`src/rtl/hazard_pkg.sv`:
```
// Shared types for the load hazard unit: FSM state encoding and register index type.
package hazard_pkg;

    typedef logic [4:0] reg_idx_t;

    typedef enum logic [1:0] {
        IDLE   = 2'd0,
        BUBBLE = 2'd1,
        WAIT   = 2'd2
    } hazard_state_t;

    localparam reg_idx_t REG_ZERO = 5'd0;

endpackage

```
`src/rtl/pending_scoreboard.sv`:
```
// Outstanding-load table: per-register pending bitmap plus in-flight count.
// An issue/done pair on the same register keeps the bit set because the issue is the newer load.
module pending_scoreboard
    import hazard_pkg::*;
#(
    parameter int NUM_REGS        = 32,
    parameter int MAX_OUTSTANDING = 2
) (
    input  logic                clk,
    input  logic                reset,
    input  logic                loadIssue,
    input  reg_idx_t            loadDest,
    input  logic                loadDone,
    input  reg_idx_t            loadDoneDest,
    output logic [NUM_REGS-1:0] pending,
    output logic                full
);

    localparam int CW = $clog2(MAX_OUTSTANDING + 1);

    logic [CW-1:0]       count;
    logic [CW-1:0]       nextCount;
    logic [NUM_REGS-1:0] nextPending;
    logic                issueOk;
    logic                doneOk;

    assign full = (count == CW'(MAX_OUTSTANDING));

    always_comb begin
        doneOk      = loadDone && (count != '0);
        // A completion in the same cycle frees a slot, so a full table can still take the issue.
        issueOk     = loadIssue && (!full || doneOk);
        nextPending = pending;
        nextCount   = count;
        if (doneOk)
            nextPending = nextPending & ~(NUM_REGS'(1) << loadDoneDest);
        if (issueOk && (loadDest != REG_ZERO))
            nextPending = nextPending | (NUM_REGS'(1) << loadDest);
        case ({issueOk, doneOk})
            2'b10:   nextCount = count + CW'(1);
            2'b01:   nextCount = count - CW'(1);
            default: nextCount = count;
        endcase
    end

    always_ff @(posedge clk) begin
        if (!reset) begin
            pending <= '0;
            count   <= '0;
        end else begin
            pending <= nextPending;
            count   <= nextCount;
        end
    end

    issueWhileFull: assert property (@(posedge clk) disable iff (!reset)
        !(loadIssue && full && !loadDone));

    doneWhileEmpty: assert property (@(posedge clk) disable iff (!reset)
        !(loadDone && (count == '0)));

endmodule

```
`src/rtl/load_hazard_unit.sv`:
```
// Load-use / multi-cycle load hazard detection driving stall and bubble controls.
// Optional HAZARD_PERF_COUNTERS_EN adds load-use and wait-cycle counters.
module load_hazard_unit
    import hazard_pkg::*;
#(
    parameter int NUM_REGS        = 32,
    parameter int MAX_OUTSTANDING = 2
) (
    input  logic                clk,
    input  logic                reset,
    input  logic                inDecodeValid,
    input  reg_idx_t            inRegisterRs,
    input  reg_idx_t            inRegisterRt,
    input  logic                inUsesRs,
    input  logic                inUsesRt,
    input  logic                inMemReadEx,
    input  reg_idx_t            inDestRegisterEx,
    input  logic                inLoadIssue,
    input  reg_idx_t            inLoadDest,
    input  logic                inLoadDone,
    input  reg_idx_t            inLoadDoneDest,
    input  logic                inBranchFlush,
    output logic                outStallIf,
    output logic                outStallId,
    output logic                outBubbleEx,
    output logic                outIssueBlock,
    output logic [NUM_REGS-1:0] outPending
`ifdef HAZARD_PERF_COUNTERS_EN
    ,
    output logic [31:0]         outLoadUseCount,
    output logic [31:0]         outWaitCycleCount
`endif
);

    hazard_state_t       state;
    hazard_state_t       nextState;
    logic [NUM_REGS-1:0] pending;
    logic [NUM_REGS-1:0] livePending;
    logic                full;
    logic                rsLive;
    logic                rtLive;
    logic                loadUse;
    logic                pendHit;
    logic                stall;

    pending_scoreboard #(
        .NUM_REGS        (NUM_REGS),
        .MAX_OUTSTANDING (MAX_OUTSTANDING)
    ) uScoreboard (
        .clk          (clk),
        .reset        (reset),
        .loadIssue    (inLoadIssue),
        .loadDest     (inLoadDest),
        .loadDone     (inLoadDone),
        .loadDoneDest (inLoadDoneDest),
        .pending      (pending),
        .full         (full)
    );

    assign rsLive = inDecodeValid && inUsesRs && (inRegisterRs != REG_ZERO);
    assign rtLive = inDecodeValid && inUsesRt && (inRegisterRt != REG_ZERO);

    // A load completing this cycle is served by the WB bypass, so its bit no longer hazards.
    assign livePending = inLoadDone ? (pending & ~(NUM_REGS'(1) << inLoadDoneDest)) : pending;

    assign loadUse = inMemReadEx && ((rsLive && (inRegisterRs == inDestRegisterEx)) ||
                                     (rtLive && (inRegisterRt == inDestRegisterEx)));
    assign pendHit = (rsLive && livePending[inRegisterRs]) ||
                     (rtLive && livePending[inRegisterRt]);

    assign stall = reset && !inBranchFlush && (loadUse || pendHit);

    assign outStallIf    = stall;
    assign outStallId    = stall;
    assign outBubbleEx   = stall;
    assign outIssueBlock = reset && full;
    assign outPending    = reset ? pending : '0;

    always_comb begin
        nextState = state;
        if (inBranchFlush) begin
            nextState = IDLE;
        end else begin
            case (state)
                IDLE: begin
                    if (loadUse)      nextState = BUBBLE;
                    else if (pendHit) nextState = WAIT;
                end
                BUBBLE:  nextState = pendHit ? WAIT : IDLE;
                WAIT:    nextState = pendHit ? WAIT : IDLE;
                default: nextState = IDLE;
            endcase
        end
    end

    always_ff @(posedge clk) begin
        if (!reset) state <= IDLE;
        else        state <= nextState;
    end

`ifdef HAZARD_PERF_COUNTERS_EN
    logic [31:0] loadUseCount;
    logic [31:0] waitCycleCount;

    always_ff @(posedge clk) begin
        if (!reset) begin
            loadUseCount   <= '0;
            waitCycleCount <= '0;
        end else begin
            if (state == IDLE && nextState == BUBBLE) loadUseCount <= loadUseCount + 32'd1;
            if (state == WAIT)                        waitCycleCount <= waitCycleCount + 32'd1;
        end
    end

    assign outLoadUseCount   = reset ? loadUseCount : '0;
    assign outWaitCycleCount = reset ? waitCycleCount : '0;
`endif

endmodule

```
`config.mk`:
```
export PLATFORM = sky130hd
export DESIGN_NAME = load_hazard_unit
export DESIGN_NICKNAME = d
export VERILOG_FILES = /design/src/rtl/hazard_pkg.sv /design/src/rtl/pending_scoreboard.sv /design/src/rtl/load_hazard_unit.sv
export SDC_FILE = /design/constraint.sdc
export NUM_CORES = 1
export LEC_CHECK = 0
export BUFFER_PORTS_ARGS = -buffer_cell sky130_fd_sc_hd__buf_2
export CAP_MARGIN = 20
export CELL_PAD_IN_SITES_DETAIL_PLACEMENT = 0
export CELL_PAD_IN_SITES_GLOBAL_PLACEMENT = 1
export CORE_MARGIN = 2
export CORE_UTILIZATION = 43
export DETAILED_ROUTE_END_ITERATION = 8
export HOLD_SLACK_MARGIN = 0.15
export PLACE_DENSITY_LB_ADDON = 0.1
export SYNTH_ARGS = -nofsm -noshare
export SYNTH_HDL_FRONTEND = slang
export SYNTH_SLANG_ARGS = --single-unit
export TNS_END_PERCENT = 5
```
`constraint.sdc`:
```
create_clock -name clk -period 5.1 [get_ports clk]
set_input_delay 0 -clock clk [delete_from_list [all_inputs] [get_ports clk]]
set_output_delay 0 -clock clk [all_outputs]
set_load 0.05 [all_outputs]
```
==> results of run 1 <==
[registers in the layout, indices dropped and copies added (netlist names)]
signal,count
uScoreboard.pending,32
uScoreboard.count,2
[cell type report]
type | instances | area (um2) | share of cell area (%)
Clock buffer | 7 | 86.3 | 2.49
Clock inverter | 1 | 5.00 | 0.145
Inverter | 7 | 26.3 | 0.759
Multi-Input combinational cell | 308 | 2130 | 61.5
Sequential cell | 34 | 681 | 19.7
Tap cell | 96 | 120 | 3.47
Timing Repair Buffer | 76 | 415 | 12.0
[metal layers]
layer | global-route usage [%] | vias to the layer above | share of wire [%]
met5 | 0 | - | 0
met2 | 43.0 | 109 | 47
met3 | 2.73 | 8 | 5.1
met4 | 5.59 | 0 | 1.0
li1 | - | 1512 | -
met1 | 35.9 | 1505 | 47
[worst register-to-register path: cells and delay by family (launching register included)]
kind | cells | cell delay, ns
AND/OR/NAND/NOR | 2 | 0.65
buffers and inverters | 1 | 0.59
flip-flops | 1 | 0.40
AO/OA/AOI/OAI | 2 | 0.41
[how the worst min path moves through the flow]
stage,startpoint,endpoint,cells after the start
after floorplan,inLoadDest[3],uScoreboard.pending[4],1
after global placement,inLoadDest[0],uScoreboard.pending[4],2
after detailed placement,inLoadDest[0],uScoreboard.pending[4],2
after CTS,inLoadDest[2],uScoreboard.pending[9],3
after global routing,inLoadDest[2],uScoreboard.pending[28],3
final,inLoadDest[2],uScoreboard.pending[9],3
[stage by stage]
stage                     std cells  area, um2
after floorplan                 375       3010
after global placement          514       3300
after detailed placement        514       3300
after CTS                       529       3460
after global routing            529       3460
final                           529       3460
[what timing repair did]
item                                   4_1_cts  5_1_grt
setup buffers                                0        0
endpoints found under the hold margin       19        0
hold buffers                                 7        0
gates resized for setup                      0        0
[where the power goes]
part / total, W / switching (W) / internal, W
Combinational: 0.000137 / 0.0000883 / 0.0000485
Clock: 0.000208 / 0.0000986 / 0.000109
Sequential: 0.000274 / 0.00000493 / 0.000270
[cell usage in the layout, fill, tap and decap left out, types with 7 or more instances in the layout]
| master | count |
|---|---|
| and2_1 | 34 |
| buf_2 | 69 |
| dfxtp_1 | 34 |
| dlygate4sd3_1 | 7 |
| inv_1 | 7 |
| mux2_2 | 8 |
| mux2i_1 | 20 |
| mux4_2 | 8 |
| nand2_1 | 27 |
| nand2b_1 | 8 |
| nand3_1 | 17 |
| nor2_1 | 17 |
| nor2b_1 | 9 |
| nor3_1 | 8 |
| o21ai_0 | 64 |
| xnor2_1 | 11 |
[cells by family (layout without fill, tap and decap cells)]
family,count (synthesis),after routing,synth area share (%)
buffers and inverters,33,91,6.62
and+or+nand+nor,147,147,27.2
DFF,34,34,22.6
muxes,37,37,16.5
xor gates and xnor gates,14,14,4.33
AOI/OAI and AO/OA,110,110,22.7
==> reports/metrics.csv, run 1 <==
metric;value;unit
status;completed;
synth_top_area_cell;dfxtp_1;
finalWirelength;9790;um
grt_pass1_vias;2898;
regToRegSetupSlack;3.00;ns
setup_viol;0;
drt_iter0_markers;239;
drc;0;
min_period;2.42;ns
port_buffers;69;
hold_viol;0;
worstPathArrival;2.42;ns
synth-edff-count;0;
clk_pin_slew;0.07;ns
numCtsBuffers;5;
grt_max_degree;39;
r2r_end;uScoreboard.pending[4];
setup_ws;2.68;ns
ios;70;
syn-instance-count;375;
std_cell_rows;30;
grt.total_usage;25.7;%
p_leak;1.38;nW
min_path_type;input port to flop;
num-nets-final;466;
worstSetupStartpointType;flop;
synth-seq-cells;34;
cts_max_level;2;
fmax;414;MHz
setup.worst_path.start;uScoreboard.pending[22];
drv_slew;0;
required;5.10;ns
synth.area.top_cells;dfxtp_1 23%, o21ai_0 11%, and2_1 7.1%;
avgSynthCellArea;8.02;um2
synth.distinct_cells;56;
end_kind;primary output;
cp.depth;7;
syn_area;3010;um2
fin_setup_tns;0;ns
antenna_found_initial;0;
cts_tree;done;
grt_pass1_wl;15200;um
fp.coreArea;6790;um2
utilization;50.9;%
cap_violations;0;
dpl.hpwl;7330;um
async_reset_ff_share;0;%
yosysSeqAreaShare;22.6;%
layout-drive-gt1-share;23.8;%
pre_cts_ws;2.72;ns
finalPower;0.000619;W
worst-path-buf-inv;1;
cts_root_buffer;clkbuf_8;
worstMarginPinSlew;0.657;ns
fillCellCount;719;
wl_per_cell;18.5;um
start_util;44.3;%
r2r_cells;5;
worstPathCellList;mux2_2 -> a31o_2 -> o311a_1 -> o21ai_0 -> a311oi_1 -> a311o_1 -> buf_2;
num_antenna_cells;0;
crit_path_max_incr_delay;0.36;ns
first_pass_iters;5;
cts_num_sinks;34;
num_vias;3134;
die_w;87.6;um
peakVddDrop;0.000141;V
fin_hold_ws;0.202;ns
ant_nets;0;
rsz0062_at_grt;no;
place.gp.congestion;0.835;
synth_ff_type;dfxtp_1;
area_growth;15.1;%
path_delay_family;compound AO/OA/AOI/OAI gates;
timing.rr.start;uScoreboard.count[0];
period_share;47.4;%
fp.dieH;87.6;um
crit_type;flop to primary output;
crit_path_end;outStallId;
syn_nets;409;
slowest_stage;dfxtp_1;
maxSlewHeadroom;56.2;%
grt-ovfl-total;0;
dieArea;7680;um2
ys_warn_count;0;
synth_commonest_cells;64 x o21ai_0, 34 x and2_1, 34 x dfxtp_1, 27 x nand2_1, 20 x mux2i_1;
cts_max_path_buffers;2;
skew;0.00541;ns
path_max_fanout;5;
yosys.cell_count.top_type;o21ai_0;
power.density;179;nW/um2
via_per_inst;5.92;
yosys.area.top_type_share;22.6;%
clk_latency;0.29;ns
Power figures use the tool's default switching activity.
==> inputs of run 2 (changes only) <==
--- a/config.mk
+++ b/config.mk
@@ -5,12 +5,13 @@
 export SDC_FILE = /design/constraint.sdc
 export NUM_CORES = 1
 export LEC_CHECK = 0
+export ABC_AREA = 1
 export BUFFER_PORTS_ARGS = -buffer_cell sky130_fd_sc_hd__buf_2
 export CAP_MARGIN = 20
 export CELL_PAD_IN_SITES_DETAIL_PLACEMENT = 0
 export CELL_PAD_IN_SITES_GLOBAL_PLACEMENT = 1
 export CORE_MARGIN = 2
-export CORE_UTILIZATION = 43
+export CORE_UTILIZATION = 37
 export DETAILED_ROUTE_END_ITERATION = 8
 export HOLD_SLACK_MARGIN = 0.15
 export PLACE_DENSITY_LB_ADDON = 0.1
==> constraint.sdc (replaced) <==
create_clock -name clk -period 2.3 [get_ports clk]
set_input_delay 0 -clock clk [delete_from_list [all_inputs] [get_ports clk]]
set_output_delay 0 -clock clk [all_outputs]
set_load 0.05 [all_outputs]
==> reports/metrics.csv, run 2 <==
metric;value;unit;change
synth-seq-cells;34;;unchanged
regArea;681;um2;unchanged
cts_max_level;2;;unchanged
antenna_found_initial;0;;unchanged
synth-edff-count;0;;unchanged
worstMarginPinSlew;0.614;ns;was 0.657 ns
die_w;92.3;um;was 87.6 um
peakVddDrop;0.000248;V;was 0.000141 V
num_antenna_cells;0;;unchanged
status;completed;;unchanged
place_area;3230;um2;was 3300 um2
pre_cts_ws;0.325;ns;was 2.72 ns
skew;0.0114;ns;was 0.00541 ns
cts_root_buffer;clkbuf_8;;unchanged
rsz0062_at_grt;no;;unchanged
power.density;481;nW/um2;was 179 nW/um2
syn-instance-count;489;;was 375
fin_setup_tns;0;ns;unchanged
fp.dieH;92.3;um;was 87.6 um
async_reset_ff_share;0;%;unchanged
crit_type;input port to primary output;;was flop to primary output
min_path_type;input port to flop;;unchanged
setup_ws;0.424;ns;was 2.68 ns
synth.distinct_cells;23;;was 56
synth.area.top_cells;nand3_1 29%, dfxtp_1 24%, nand2_1 8.6%;;was dfxtp_1 23%, o21ai_0 11%, and2_1 7.1%
numCtsBuffers;5;;unchanged
area_growth;19.4;%;was 15.1%
ant_nets;0;;unchanged
postCtsSetupBuffers;0;;unchanged
fp.coreArea;7650;um2;was 6790 um2
stdcell_count;646;;was 529
num-nets-final;577;;was 466
finalWirelength;11500;um;was 9790 um
period_share;81.6;%;
fillCellCount;870;;was 719
yosys.area.top_type_share;29.2;%;was 22.6%
dieArea;8520;um2;was 7680 um2
start_util;37.7;%;was 44.3%
syn_area;2880;um2;was 3010 um2
num_vias;3713;;was 3134
synth_ff_type;dfxtp_1;;unchanged
dpl.hpwl;8480;um;was 7330 um
clk_latency;0.30;ns;was 0.29 ns
syn_nets;523;;was 409
fmax;533;MHz;
ys_warn_count;0;;unchanged
via_per_inst;5.75;;was 5.92
worstSetupStartpointType;input port;;was flop
drc;0;;unchanged
largest_register;uScoreboard.pending;;unchanged
yosys.cell_count.top_type;nand3_1;;was o21ai_0
drt_iter0_markers;418;;was 239
first_pass_iters;5;;unchanged
avgSynthCellArea;5.90;um2;was 8.02 um2
required;2.30;ns;was 5.10 ns
place.gp.congestion;0.886;;was 0.835
end_kind;primary output;;unchanged
cts_tree;done;;unchanged
grt_pass1_vias;3449;;was 2898
dp.cells;631;;was 514
reg_top3;uScoreboard.pending: 32 flops, uScoreboard.count: 2 flops;;unchanged
mostFrequentLayoutCells;168 x nand3_1, 68 x buf_2, 66 x nand2_1;;was 69 x buf_2, 64 x o21ai_0, 34 x and2_1, 34 x dfxtp_1, 27 x nand2_1
final_common_cell;nand3_1;;was buf_2
cap_violations;0;;unchanged
hold_viol;0;;unchanged
drv_slew;0;;unchanged
wl_per_cell;17.8;um;was 18.5 um
synth_commonest_cells;168 x nand3_1, 66 x nand2_1, 59 x inv_1, 34 x dfxtp_1, 27 x o22ai_1;;was 64 x o21ai_0, 34 x and2_1, 34 x dfxtp_1, 27 x nand2_1, 20 x mux2i_1
multiInputGateArea;1800;um2;was 2130 um2
cts_num_sinks;34;;unchanged
layout-drive-gt1-share;15.8;%;was 23.8%
path_max_fanout;22;;was 5
setup_viol;0;;unchanged
grt-ovfl-total;0;;unchanged
grt_pass1_wl;18400;um;was 15200 um
worstPathArrival;1.88;ns;was 2.42 ns
ios;70;;unchanged
std_cell_rows;32;;was 30
min_period;1.88;ns;
yosysSeqAreaShare;23.6;%;was 22.6%
clk_pin_slew;0.08;ns;was 0.07 ns
largest_reg_flops;32;;unchanged
p_leak;1.66;nW;was 1.38 nW
synth_top_area_cell;nand3_1;;was dfxtp_1
maxSlewHeadroom;59.0;%;was 56.2%
grt_max_degree;37;;was 39
grt.total_usage;27.8;%;was 25.7%
port_buffers;69;;unchanged
design_area;3440;um2;was 3460 um2
cts_max_path_buffers;2;;unchanged
## run 2: cell type report
type	count	share of cell area, %
multi-input combinational	357	52.3
clock buffer	5	2.00
tap	102	3.71
timing repair buffer	81	13.2
sequential	34	19.8
inverter	64	6.97
clock inverter	3	2.00
## run 2: cell families after synthesis
kind of cell | share of synthesized area [%]
buf+inv | 13.9
flops | 23.6
xor+xnor | 3.04
compound gates | 8.55
simple gates | 50.9
## run 2: metal layers
layer	track usage [%]	up-vias	wire length, um
li1	-	1819	-
met1	38.1	1707	5140
met2	45.0	165	5310
met3	3.78	22	772
met4	8.96	0	263
met5	0	-	0
## run 2: worst paths after layout
kind | start | depth (start not counted) | end | slack, ns
min | inLoadDoneDest[0] | 4 | uScoreboard.pending[29] | 0.18
max reg2reg | uScoreboard.count[0] | 5 | uScoreboard.pending[15] | 0.72
max | inLoadDoneDest[3] | 15 | outBubbleEx | 0.42
min reg2reg | uScoreboard.count[0] | 1 | uScoreboard.count[0] | 0.49
## run 2: through the flow
stage	utilization [%]	total power, W	hold WS, ns
floorplan	-	0.000850	0.186
global placement	42.3	0.000964	0.325
global route	45.0	0.00173	0.222
CTS	45.0	0.00166	0.183
detailed placement	42.3	0.000963	0.336
finish	45.0	0.00166	0.177
## run 2: report_power, final
| part | internal (W) | switching [W] |
|---|---|---|
| combinational | 0.0000974 | 0.000259 |
| sequential | 0.000598 | 0.0000102 |
| clock | 0.000435 | 0.000258 |
## run 2: timing repair
item | CTS | global route
hold endpoints to repair | 29 | 0
hold buffers | 7 | 0
endpoints found under the setup margin | 0 | 3
gates resized for setup | 0 | 1
## run 2: critical path, stage by stage
cell and delay (ns):
clkbuf_4 0.27, inv_2 0.17, nor3_2 0.35, nand3_1 0.14, nand3_1 0.10, nand3_1 0.09
nand3_1 0.09, nand3_1 0.08, nand2_1 0.08, nand2_1 0.05, nand3_1 0.06, nand3_1 0.07
nand2_1 0.06, inv_1 0.05, buf_2 0.20
